===== config.mk =====
export PLATFORM = sky130hd
export DESIGN_NAME = lcs_slot_responder_flat
export DESIGN_NICKNAME = d
export VERILOG_FILES = /design/src/rtl/lcs_slot_responder_if.sv /design/src/rtl/lcs_slot_responder.sv /design/src/flat_wrapper.sv
export SDC_FILE = /design/constraint.sdc
export NUM_CORES = 1
export LEC_CHECK = 0
export ABC_AREA = 0
export BUFFER_PORTS_ARGS = -buffer_cell sky130_fd_sc_hd__buf_4
export CAP_MARGIN = 40
export CORE_ASPECT_RATIO = 1.4
export CORE_UTILIZATION = 35
export CTS_CLUSTER_DIAMETER = 60
export DETAILED_ROUTE_END_ITERATION = 10
export HOLD_SLACK_MARGIN = 0.12
export PLACE_DENSITY = 0.58
export SLEW_MARGIN = 10
export SYNTH_ARGS = -nofsm -noshare
export SYNTH_HDL_FRONTEND = slang
export SYNTH_SLANG_ARGS = --single-unit

===== constraint.sdc =====
create_clock -name clk -period 1.8 [get_ports clk]
set_clock_uncertainty 0.2 [all_clocks]
set_input_delay 0.36 -clock clk [delete_from_list [all_inputs] [get_ports clk]]
set_output_delay 0.36 -clock clk [all_outputs]
set_load 0.01 [all_outputs]

===== src/rtl/lcs_slot_responder_if.sv =====
// Handshake and data bundle between the LCS transmit framer, the temperature
// buffer RAM and the slot responder.
interface lcs_slot_responder_if #(
  parameter int ADDR_W  = 9,
  parameter int DATA_W  = 8,
  parameter int TEMP_AW = 7
);
  logic               tick;
  logic               clr;
  logic               sw;
  logic               req;
  logic [ADDR_W-1:0]  addr_lcs;
  logic [DATA_W-1:0]  data_temp;
  logic [DATA_W-1:0]  data_lcs;
  logic               ack;
  logic [DATA_W-1:0]  data_tx;
  logic [TEMP_AW-1:0] addr_temp;
  logic               temp_sel;
  logic               busy;
  logic               timeout;

  modport master (
    output tick, clr, sw, req, addr_lcs, data_temp, data_lcs,
    input  ack, data_tx, addr_temp, temp_sel, busy, timeout
  );

  modport slave (
    input  tick, clr, sw, req, addr_lcs, data_temp, data_lcs,
    output ack, data_tx, addr_temp, temp_sel, busy, timeout
  );
endinterface


===== src/rtl/lcs_slot_responder.sv =====
// Acknowledges LCS slot requests, steers temperature bytes into the configured
// slot window and walks the temperature RAM address one byte per hit.
module lcs_slot_responder #(
  parameter int ADDR_W          = 9,
  parameter int DATA_W          = 8,
  parameter int SLOT_BASE       = 184,
  parameter int SLOT_COUNT      = 4,
  parameter int BYTES_PER_GROUP = 4,
  parameter int NGROUPS         = 8,
  parameter int TEMP_AW         = 7,
  parameter int DELAY_TICKS     = 10,
  parameter int TIMEOUT_TICKS   = 255
) (
  input logic            clk,
  input logic            rst,
  lcs_slot_responder_if.slave bus
);

  localparam int BI_W  = (BYTES_PER_GROUP > 1) ? $clog2(BYTES_PER_GROUP) : 1;
  localparam int G_W   = (NGROUPS > 1) ? $clog2(NGROUPS) : 1;
  localparam int DLY_W = $clog2(DELAY_TICKS + 1);
  localparam int TO_W  = $clog2(TIMEOUT_TICKS + 1);

  localparam logic [ADDR_W:0]  SLOT_LO   = (ADDR_W+1)'(SLOT_BASE);
  localparam logic [ADDR_W:0]  SLOT_HI   = (ADDR_W+1)'(SLOT_BASE + SLOT_COUNT - 1);
  localparam logic [BI_W-1:0]  BYTE_LAST = BI_W'(BYTES_PER_GROUP - 1);
  localparam logic [G_W-1:0]   GRP_LAST  = G_W'(NGROUPS - 1);
  localparam logic [DLY_W-1:0] DLY_LAST  = DLY_W'(DELAY_TICKS - 1);
  localparam logic [TO_W-1:0]  TO_LAST   = TO_W'(TIMEOUT_TICKS - 1);

  typedef enum logic [2:0] {
    S_IDLE,
    S_CHECK,
    S_DELAY,
    S_WAIT,
    S_ABORT
  } state_t;

  state_t            state_q;
  logic              req_meta_q, req_s_q;
  logic              sw_meta_q, sw_s_q;
  logic              ack_q, temp_sel_q, timeout_q;
  logic [BI_W-1:0]   byte_idx_q, byte_idx_d;
  logic [G_W-1:0]    group_q, group_d;
  logic [DLY_W-1:0]  dly_cnt_q;
  logic [TO_W-1:0]   wait_cnt_q;
  logic              hit_d;
  logic [DATA_W-1:0] data_tx_d;

  // Two-flop synchronisers run every clk, independent of tick.
  always_ff @(posedge clk or negedge rst) begin
    if (!rst) begin
      req_meta_q <= 1'b0;
      req_s_q    <= 1'b0;
      sw_meta_q  <= 1'b0;
      sw_s_q     <= 1'b0;
    end else begin
      req_meta_q <= bus.req;
      req_s_q    <= req_meta_q;
      sw_meta_q  <= bus.sw;
      sw_s_q     <= sw_meta_q;
    end
  end

  always_comb begin
    hit_d      = sw_s_q && ({1'b0, bus.addr_lcs} >= SLOT_LO) && ({1'b0, bus.addr_lcs} <= SLOT_HI);
    byte_idx_d = byte_idx_q + BI_W'(1);
    group_d    = group_q;
    if (byte_idx_q == BYTE_LAST) begin
      byte_idx_d = '0;
      group_d    = (group_q == GRP_LAST) ? '0 : group_q + G_W'(1);
    end
  end

  always_ff @(posedge clk or negedge rst) begin
    if (!rst) begin
      state_q    <= S_IDLE;
      ack_q      <= 1'b0;
      temp_sel_q <= 1'b0;
      timeout_q  <= 1'b0;
      byte_idx_q <= '0;
      group_q    <= '0;
      dly_cnt_q  <= '0;
      wait_cnt_q <= '0;
    end else if (bus.clr) begin
      state_q    <= S_IDLE;
      ack_q      <= 1'b0;
      temp_sel_q <= 1'b0;
      timeout_q  <= 1'b0;
      byte_idx_q <= '0;
      group_q    <= '0;
      dly_cnt_q  <= '0;
      wait_cnt_q <= '0;
    end else if (bus.tick) begin
      unique case (state_q)
        S_IDLE: begin
          if (req_s_q) begin
            ack_q   <= 1'b1;
            state_q <= S_CHECK;
          end
        end
        S_CHECK: begin
          // Exactly one pointer step per acknowledged request.
          temp_sel_q <= hit_d;
          if (hit_d) begin
            byte_idx_q <= byte_idx_d;
            group_q    <= group_d;
          end
          state_q <= S_DELAY;
        end
        S_DELAY: begin
          if (dly_cnt_q == DLY_LAST) begin
            dly_cnt_q <= '0;
            state_q   <= S_WAIT;
          end else begin
            dly_cnt_q <= dly_cnt_q + DLY_W'(1);
          end
        end
        S_WAIT: begin
          if (!req_s_q) begin
            ack_q      <= 1'b0;
            wait_cnt_q <= '0;
            state_q    <= S_IDLE;
          end else if (wait_cnt_q == TO_LAST) begin
            timeout_q  <= 1'b1;
            ack_q      <= 1'b0;
            wait_cnt_q <= '0;
            state_q    <= S_ABORT;
          end else begin
            wait_cnt_q <= wait_cnt_q + TO_W'(1);
          end
        end
        S_ABORT: begin
          // Hold off until the stuck request is released so it is never re-acked.
          if (!req_s_q) state_q <= S_IDLE;
        end
        default: state_q <= S_IDLE;
      endcase
    end
  end

  always_comb begin
    data_tx_d = temp_sel_q ? bus.data_temp : bus.data_lcs;
  end

  assign bus.data_tx   = data_tx_d;
  assign bus.addr_temp = TEMP_AW'(group_q) * TEMP_AW'(BYTES_PER_GROUP) + TEMP_AW'(byte_idx_q);
  assign bus.ack       = ack_q;
  assign bus.temp_sel  = temp_sel_q;
  assign bus.timeout   = timeout_q;
  assign bus.busy      = (state_q != S_IDLE);

endmodule


===== src/flat_wrapper.sv =====
// flat-port wrapper written by rule: the top's interface ports become plain ports
module lcs_slot_responder_flat 
#(
  parameter int ADDR_W          = 9,
  parameter int DATA_W          = 8,
  parameter int SLOT_BASE       = 184,
  parameter int SLOT_COUNT      = 4,
  parameter int BYTES_PER_GROUP = 4,
  parameter int NGROUPS         = 8,
  parameter int TEMP_AW         = 7,
  parameter int DELAY_TICKS     = 10,
  parameter int TIMEOUT_TICKS   = 255
)
  (clk, rst, bus_tick, bus_clr, bus_sw, bus_req, bus_addr_lcs, bus_data_temp, bus_data_lcs, bus_ack, bus_data_tx, bus_addr_temp, bus_temp_sel, bus_busy, bus_timeout);
  lcs_slot_responder_if #(.ADDR_W(ADDR_W), .DATA_W(DATA_W), .TEMP_AW(TEMP_AW)) bus_i ();
  input logic clk;
  input logic rst;
  input wire logic [$bits(bus_i.tick)-1:0] bus_tick;
  input wire logic [$bits(bus_i.clr)-1:0] bus_clr;
  input wire logic [$bits(bus_i.sw)-1:0] bus_sw;
  input wire logic [$bits(bus_i.req)-1:0] bus_req;
  input wire logic [$bits(bus_i.addr_lcs)-1:0] bus_addr_lcs;
  input wire logic [$bits(bus_i.data_temp)-1:0] bus_data_temp;
  input wire logic [$bits(bus_i.data_lcs)-1:0] bus_data_lcs;
  output wire logic [$bits(bus_i.ack)-1:0] bus_ack;
  output wire logic [$bits(bus_i.data_tx)-1:0] bus_data_tx;
  output wire logic [$bits(bus_i.addr_temp)-1:0] bus_addr_temp;
  output wire logic [$bits(bus_i.temp_sel)-1:0] bus_temp_sel;
  output wire logic [$bits(bus_i.busy)-1:0] bus_busy;
  output wire logic [$bits(bus_i.timeout)-1:0] bus_timeout;
  assign bus_i.tick = bus_tick;
  assign bus_i.clr = bus_clr;
  assign bus_i.sw = bus_sw;
  assign bus_i.req = bus_req;
  assign bus_i.addr_lcs = bus_addr_lcs;
  assign bus_i.data_temp = bus_data_temp;
  assign bus_i.data_lcs = bus_data_lcs;
  assign bus_ack = bus_i.ack;
  assign bus_data_tx = bus_i.data_tx;
  assign bus_addr_temp = bus_i.addr_temp;
  assign bus_temp_sel = bus_i.temp_sel;
  assign bus_busy = bus_i.busy;
  assign bus_timeout = bus_i.timeout;
  lcs_slot_responder #(.ADDR_W(ADDR_W), .DATA_W(DATA_W), .SLOT_BASE(SLOT_BASE), .SLOT_COUNT(SLOT_COUNT), .BYTES_PER_GROUP(BYTES_PER_GROUP), .NGROUPS(NGROUPS), .TEMP_AW(TEMP_AW), .DELAY_TICKS(DELAY_TICKS), .TIMEOUT_TICKS(TIMEOUT_TICKS)) u_core (.clk(clk), .rst(rst), .bus(bus_i));
endmodule

Word-level counts from Yosys, hierarchy flattened. Index checks and enable logic that the tools add are counted.

$add $sub $neg: 5. Mux-type cells: 43. $lt $le $gt $ge: 2. Equal/unequal tests: 12. Reductions and logical operators: 21.

Operators by type and width (count): 8-bit 2-to-1 mux (6); 3-bit 2-to-1 mux (13); 4-bit 2-to-1 mux (4); 2-bit nonzero test (8); 3-bit case mux with 5 select lines (1); 1-bit 2-to-1 mux (13); 4-bit AND reduction (3); 2-bit 2-to-1 mux (5); 9-bit by 8-bit greater-or-equal comparator with 1-bit output, second input constant (1); 9-bit by 8-bit <= comparator with 1-bit output, second input constant (1); 8-bit by 1-bit adder with 8-bit output, second input constant (1); 8-bit equality test, second input constant (1); 5-bit by 2-bit adder with 6-bit output (1); 3-bit by 2-bit equality test with 1-bit output, second input constant (2); 3-bit equality test, second input constant (2); 3-bit by 2-bit inequality test with 1-bit output, second input constant (2); 2-bit AND reduction (3); 3-bit nonzero test (2); 5-bit AND reduction (1); 4-bit by 1-bit adder with 4-bit output, second input constant (1); 4-bit equality test, second input constant (1); 4-bit inequality test, second input constant (1); 3-bit by 1-bit adder with 3-bit output, second input constant (1); 3-bit by 1-bit equality test with 1-bit output, second input constant (1); other kinds (7) (8).

Word-level logic and storage cells: 95. Register bits after elaboration: 27. Output and inout port bits: 19. Bits of input ports: 31.

Depth between registers and ports, before layout.
Depth after elaboration: 7. Depth in mapped cells: 6. Mapped depth without buffers: 6.

Worst setup path after synthesis. OpenSTA, ideal clock, no wires.

Kind: register to register. From: register u_core.state_q[2]. To: register u_core.state_q[0]. Path slack: -5 ps. Clock period less this slack: 1805 ps. Stages on the path, launching flop included: 5. Buffers on the path: 0. Data arrival time: 1478 ps. Library setup time: 128 ps. Data required time: 1472 ps. Path through: dfrtp_1 > or4_1 > a21oi_2 > a211oi_1 > mux2_1.

Longest elaborated chain between the ends: 4. Elaborated cells between the ends (all ways): 13. Those cells by class: eq/ne (8); mux (3); reduce/logical (2).

Ends and longest elaborated chain: start: declaration (RTL line lcs_slot_responder.sv:39) `state_t state_q;`; start signal: assignment (RTL line lcs_slot_responder.sv:77) `state_q <= S_IDLE;`; start signal: assignment (RTL line lcs_slot_responder.sv:86) `state_q <= S_IDLE;`; start signal: assignment (RTL line lcs_slot_responder.sv:99) `state_q <= S_CHECK;`; 3-bit equality test (tied with other cells) (RTL line lcs_slot_responder.sv:95) `unique case (state_q)`; 3-bit case mux with 5 select lines (RTL line lcs_slot_responder.sv:95); 3-bit 2-to-1 mux (RTL line lcs_slot_responder.sv:94) `end else if (bus.tick) begin`; 3-bit 2-to-1 mux (RTL line lcs_slot_responder.sv:85) `end else if (bus.clr) begin`.

Several ways; a longest one is shown, not always the timed one. The select of a mux whose other input is x is not followed. A chain may end at the register's enable or synchronous reset.

Worst setup path after layout.
From: register u_core.state_q[1]. To: output bus_busy.

Longest elaborated chain between the ends: 1.

Ends and longest elaborated chain: 3-bit nonzero test (RTL line lcs_slot_responder.sv:151) `assign bus.busy = (state_q != S_IDLE);`; end: declaration (RTL line flat_wrapper.sv:29) `output wire logic [$bits(bus_i.busy)-1:0] bus_busy;`.

No other way between the ends.

==> flow_results.org <==
** STA
- The routed design could run at a clock period as short as 1.88 ns.
- Setup violations remaining at the end of the flow were counted as 11.
- Hold Violations, Final :: 0
- Final hold analysis gives a worst-case slack of 0.160 ns.
- Post-route clock period utilization :: 1.04
- Based on the critical path, the design can be clocked at up to 0.533 GHz.
- Unrepaired setup endpoints after global routing :: true
- Once routing completed, OpenROAD measured the worst setup slack at -0.0771 ns.
- Number of max-slew violations in the final report :: 0
- For the final routed database, the setup TNS stands at -0.379 ns.

** Worst setup path
- The critical path goes through buf_6, or3_4, buf_6.
- Critical Path Sink Type :: primary output
- Standard cell with the maximum stage delay on the critical path :: sky130_fd_sc_hd__dfrtp_1
- Slowest stage delay, CP :: 0.41 ns
- Of all nets on the critical path, the largest fanout is 3.
- For the worst setup path, the data required time is approximately 1.2 ns.
- Crit path kind :: flop to primary output
- The critical path contains buffers and inverters numbering 2 combined.
- For the worst setup path, the data arrival time is 1.32 ns.
- Counting cells, the worst reg-to-reg path comes to 4.
- Startpoint Class :: flop
- The cell family contributing the most delay on the critical path is flip-flops.
- The cell that appears most often on the critical path is sky130_fd_sc_hd__buf_6.
- Total number of cells along the worst setup path :: 3

** Global route
- Maximum number of pins on one net before global-route repair :: 28
- In the global route stage, overall resource usage came out at 0.184.
- First-pass GRT wire length :: 6350 um
- Initial antenna violation count :: 0
- Summed over all layers, the global routing overflow is 0.
- The via count of the first global-routing pass was between 1k and 1.5k.

** Die
- Die Span Y :: 79.2 um
- Number of top-level pins :: 50
- Core Rows :: 27
- The die covers 0.00452 sq mm.
- The initial utilization of the core area, before any placement, comes to 0.370.
- The floorplan step defined a core boundary enclosing 0.00402 sq mm.
- The die is 57.1 um wide.

** Route
- Routed WL :: between 4000 and 5000 um
- Once detail routing completed, the nets flagged for antenna violations numbered 0.
- Avg Vias per Cell :: 5.27
- Iteration count of the initial detailed-routing pass :: 7
- Average wire per standard cell :: 15.6 um
- DRC :: 18
- Initial DRC Count :: 52
- Across all layers, the routed design uses around 1.4k vias.

** Synth
- Average cell area after synthesis :: 10.3 sq um
- Post-synth EDFFs :: 0
- Predominant post-synthesis flop cell :: sky130_fd_sc_hd__dfrtp_1
- The netlist uses 39 different library cells.
- Area share of the largest cell type after synthesis :: 0.454
- Cell accounting for the most synthesized area :: sky130_fd_sc_hd__dfrtp_1
- Async set-reset flop share out of synthesis :: 1.00
- For this run, the register share of the synthesized area comes to 0.454.
- Yosys warning total :: 0
- Synthesis handed over a netlist of approximately 140 instances.
- Synth Register Bits :: 27
- Summed instance area of the synthesized netlist :: around 0.0015 sq mm
- Top area cells in the synthesized netlist :: sky130_fd_sc_hd__dfrtp_1, sky130_fd_sc_hd__mux2_1, sky130_fd_sc_hd__xor2_1

** Clock network
- CTS H-tree lvls :: 1
- Sink Count :: 27
- Clk_lat worst skew :: 0.27 ns
- The longest clock path from root to sink contains 2 buffers.
- CTS clock-pin slew for the worst setup and hold paths :: 0.09 ns
- Number of buffers added by the clock tree synthesis step :: 3
- Root buffer cell :: sky130_fd_sc_hd__clkbuf_8
- TritonCTS built the clock tree.

** Finish
- Fraction of final layout cells sized beyond drive strength 1 :: 0.463
- Total area of multi-input combinational cells :: 891 sq um
- Area growth syn-to-layout :: 55.1%
- For this run, the share of the core covered by cells in the final layout is 0.575.
- Count of antenna diodes in the layout :: 0
- The net count of the finished layout is 253.
- The sequential cells in the finished layout cover a total of 677 sq um.
- Fill cells in the final layout number 365.

** Power
- Highest ir drop seen on vdd :: 0.000356 V
- Ratio of total power to cell area :: 709 mW/mm^2
- Leakage power of the design :: 1.12 nW

** Placed design
- Post-DP HPWL :: roughly 2800 um
- Post-placement setup slack :: -0.0519 ns
- At the end of routability-driven placement, the weighted congestion stood at 0.812.
- Port bufs :: 45

** Hold path
- The path class of the tightest hold or removal check is flop to flop.
- Counting instances, the worst hold path has a depth of 0.

** Flow run
- Max-cap violations in this run came to 0.

** Outcome
- Violations in the final reports :: DRC, setup timing
- The flow ran to the end, but the final reports show violations.
## metal layers
metal,track usage,up-vias,part of all wire
met5,0,-,0
met4,0.0683,0,0.021
met3,0.0293,8,0.052
met2,0.376,44,0.58
met1,0.175,663,0.35
li1,-,649,-
## path summary, 6_finish.rpt
check	startpoint	end	slack (ns)
worst max-delay path	u_core.state_q[1]	bus_busy	-0.08
worst min-delay path	u_core.sw_meta_q	u_core.sw_s_q	0.16
worst max register to register	u_core.dly_cnt_q[1]	u_core.state_q[0]	-0.05
worst min register to register	u_core.sw_meta_q	u_core.sw_s_q	0.16
max in group asynchronous	rst	u_core.bus.temp_sel	0.78
min in group asynchronous	rst	u_core.dly_cnt_q[3]	0.34
## stage by stage
step	total power, mW	instance area [sq um]	instances
2_1_floorplan	0.922	1490	145
6_report	1.64	2310	259
3_5_place_dp	1.13	1970	242
3_3_place_gp	1.12	1970	242
5_1_grt	1.73	2310	259
4_1_cts	1.58	2170	257
## synthesized netlist by cell type, types with 2 or more instances
cell	count
sky130_fd_sc_hd__buf_4	2
sky130_fd_sc_hd__or3_1	3
sky130_fd_sc_hd__ha_1	5
sky130_fd_sc_hd__and2_1	2
sky130_fd_sc_hd__nand3_1	3
sky130_fd_sc_hd__clkbuf_1	2
sky130_fd_sc_hd__xor2_1	8
sky130_fd_sc_hd__a21oi_1	7
sky130_fd_sc_hd__and3_1	2
sky130_fd_sc_hd__inv_1	3
sky130_fd_sc_hd__nor2_1	18
sky130_fd_sc_hd__o2111ai_1	4
sky130_fd_sc_hd__nor2b_1	2
sky130_fd_sc_hd__o21ai_1	6
sky130_fd_sc_hd__buf_2	3
sky130_fd_sc_hd__dfrtp_1	27
sky130_fd_sc_hd__nor4bb_1	2
sky130_fd_sc_hd__mux2_1	10
sky130_fd_sc_hd__nand2_1	6
sky130_fd_sc_hd__and4b_1	3
sky130_fd_sc_hd__nand2b_1	4
sky130_fd_sc_hd__and4bb_1	2
sky130_fd_sc_hd__mux2i_1	4
## power breakdown
part / internal [mW] / switching, mW
Clock: 0.155 / 0.189
Sequential: 0.650 / 0.0307
Combinational: 0.352 / 0.259
## cells in the final DEF, fill, tap and decap left out, types with 2 or more instances in the layout
| master | n |
|---|---|
| sky130_fd_sc_hd__o2111ai_2 | 2 |
| sky130_fd_sc_hd__nand2b_1 | 4 |
| sky130_fd_sc_hd__conb_1 | 2 |
| sky130_fd_sc_hd__buf_4 | 56 |
| sky130_fd_sc_hd__mux2i_1 | 4 |
| sky130_fd_sc_hd__nand2_1 | 6 |
| sky130_fd_sc_hd__or3_1 | 2 |
| sky130_fd_sc_hd__a21oi_1 | 6 |
| sky130_fd_sc_hd__dfrtp_1 | 26 |
| sky130_fd_sc_hd__mux2_1 | 2 |
| sky130_fd_sc_hd__inv_1 | 3 |
| sky130_fd_sc_hd__o21ai_1 | 6 |
| sky130_fd_sc_hd__dlygate4sd3_1 | 3 |
| sky130_fd_sc_hd__and2_1 | 2 |
| sky130_fd_sc_hd__xor2_1 | 8 |
| sky130_fd_sc_hd__nor2_1 | 18 |
| sky130_fd_sc_hd__mux2_4 | 8 |
| sky130_fd_sc_hd__o2111ai_4 | 2 |
| sky130_fd_sc_hd__nor2b_1 | 2 |
| sky130_fd_sc_hd__clkbuf_8 | 3 |
| sky130_fd_sc_hd__ha_1 | 5 |
| sky130_fd_sc_hd__buf_6 | 16 |
| sky130_fd_sc_hd__nand3_1 | 2 |
| sky130_fd_sc_hd__and4b_1 | 3 |
## state kept, by name (all words and copies together) (netlist names)
name                 flops
u_core.bus.ack           1
u_core.bus.temp_sel      1
u_core.bus.timeout       1
u_core.byte_idx_q        2
u_core.dly_cnt_q         4
u_core.group_q           3
u_core.req_meta_q        1
u_core.req_s_q           1
u_core.state_q           3
u_core.sw_meta_q         1
u_core.sw_s_q            1
u_core.wait_cnt_q        8
## cells by family after synthesis
family,share of synthesized area
compound gates,0.105
xor+xnor,0.0529
fa+ha+maj,0.0420
buf+inv,0.0353
flops,0.454
mux,0.103
other cells,0.00252
simple gates,0.206
## area by class of cell
cell class              count  share of cell area
multi-input cells         107               0.386
flip-flops and latches     27               0.293
repair buffers             75               0.273
well taps                  43              0.0233
clock buffers               3              0.0179
inverters                   3             0.00488
clock inverters             1             0.00217
## timing repair
| action | CTS | global route |
|---|---|---|
| pin swaps | 0 | 8 |
| resized for setup | 19 | 23 |
| setup buffers | 8 | 2 |
| endpoints found under the setup margin | 18 | 22 |
| hold buffers | 3 | 0 |
| endpoints found under the hold margin | 29 | 0 |
No activity file was read; power rests on OpenSTA's default activity.
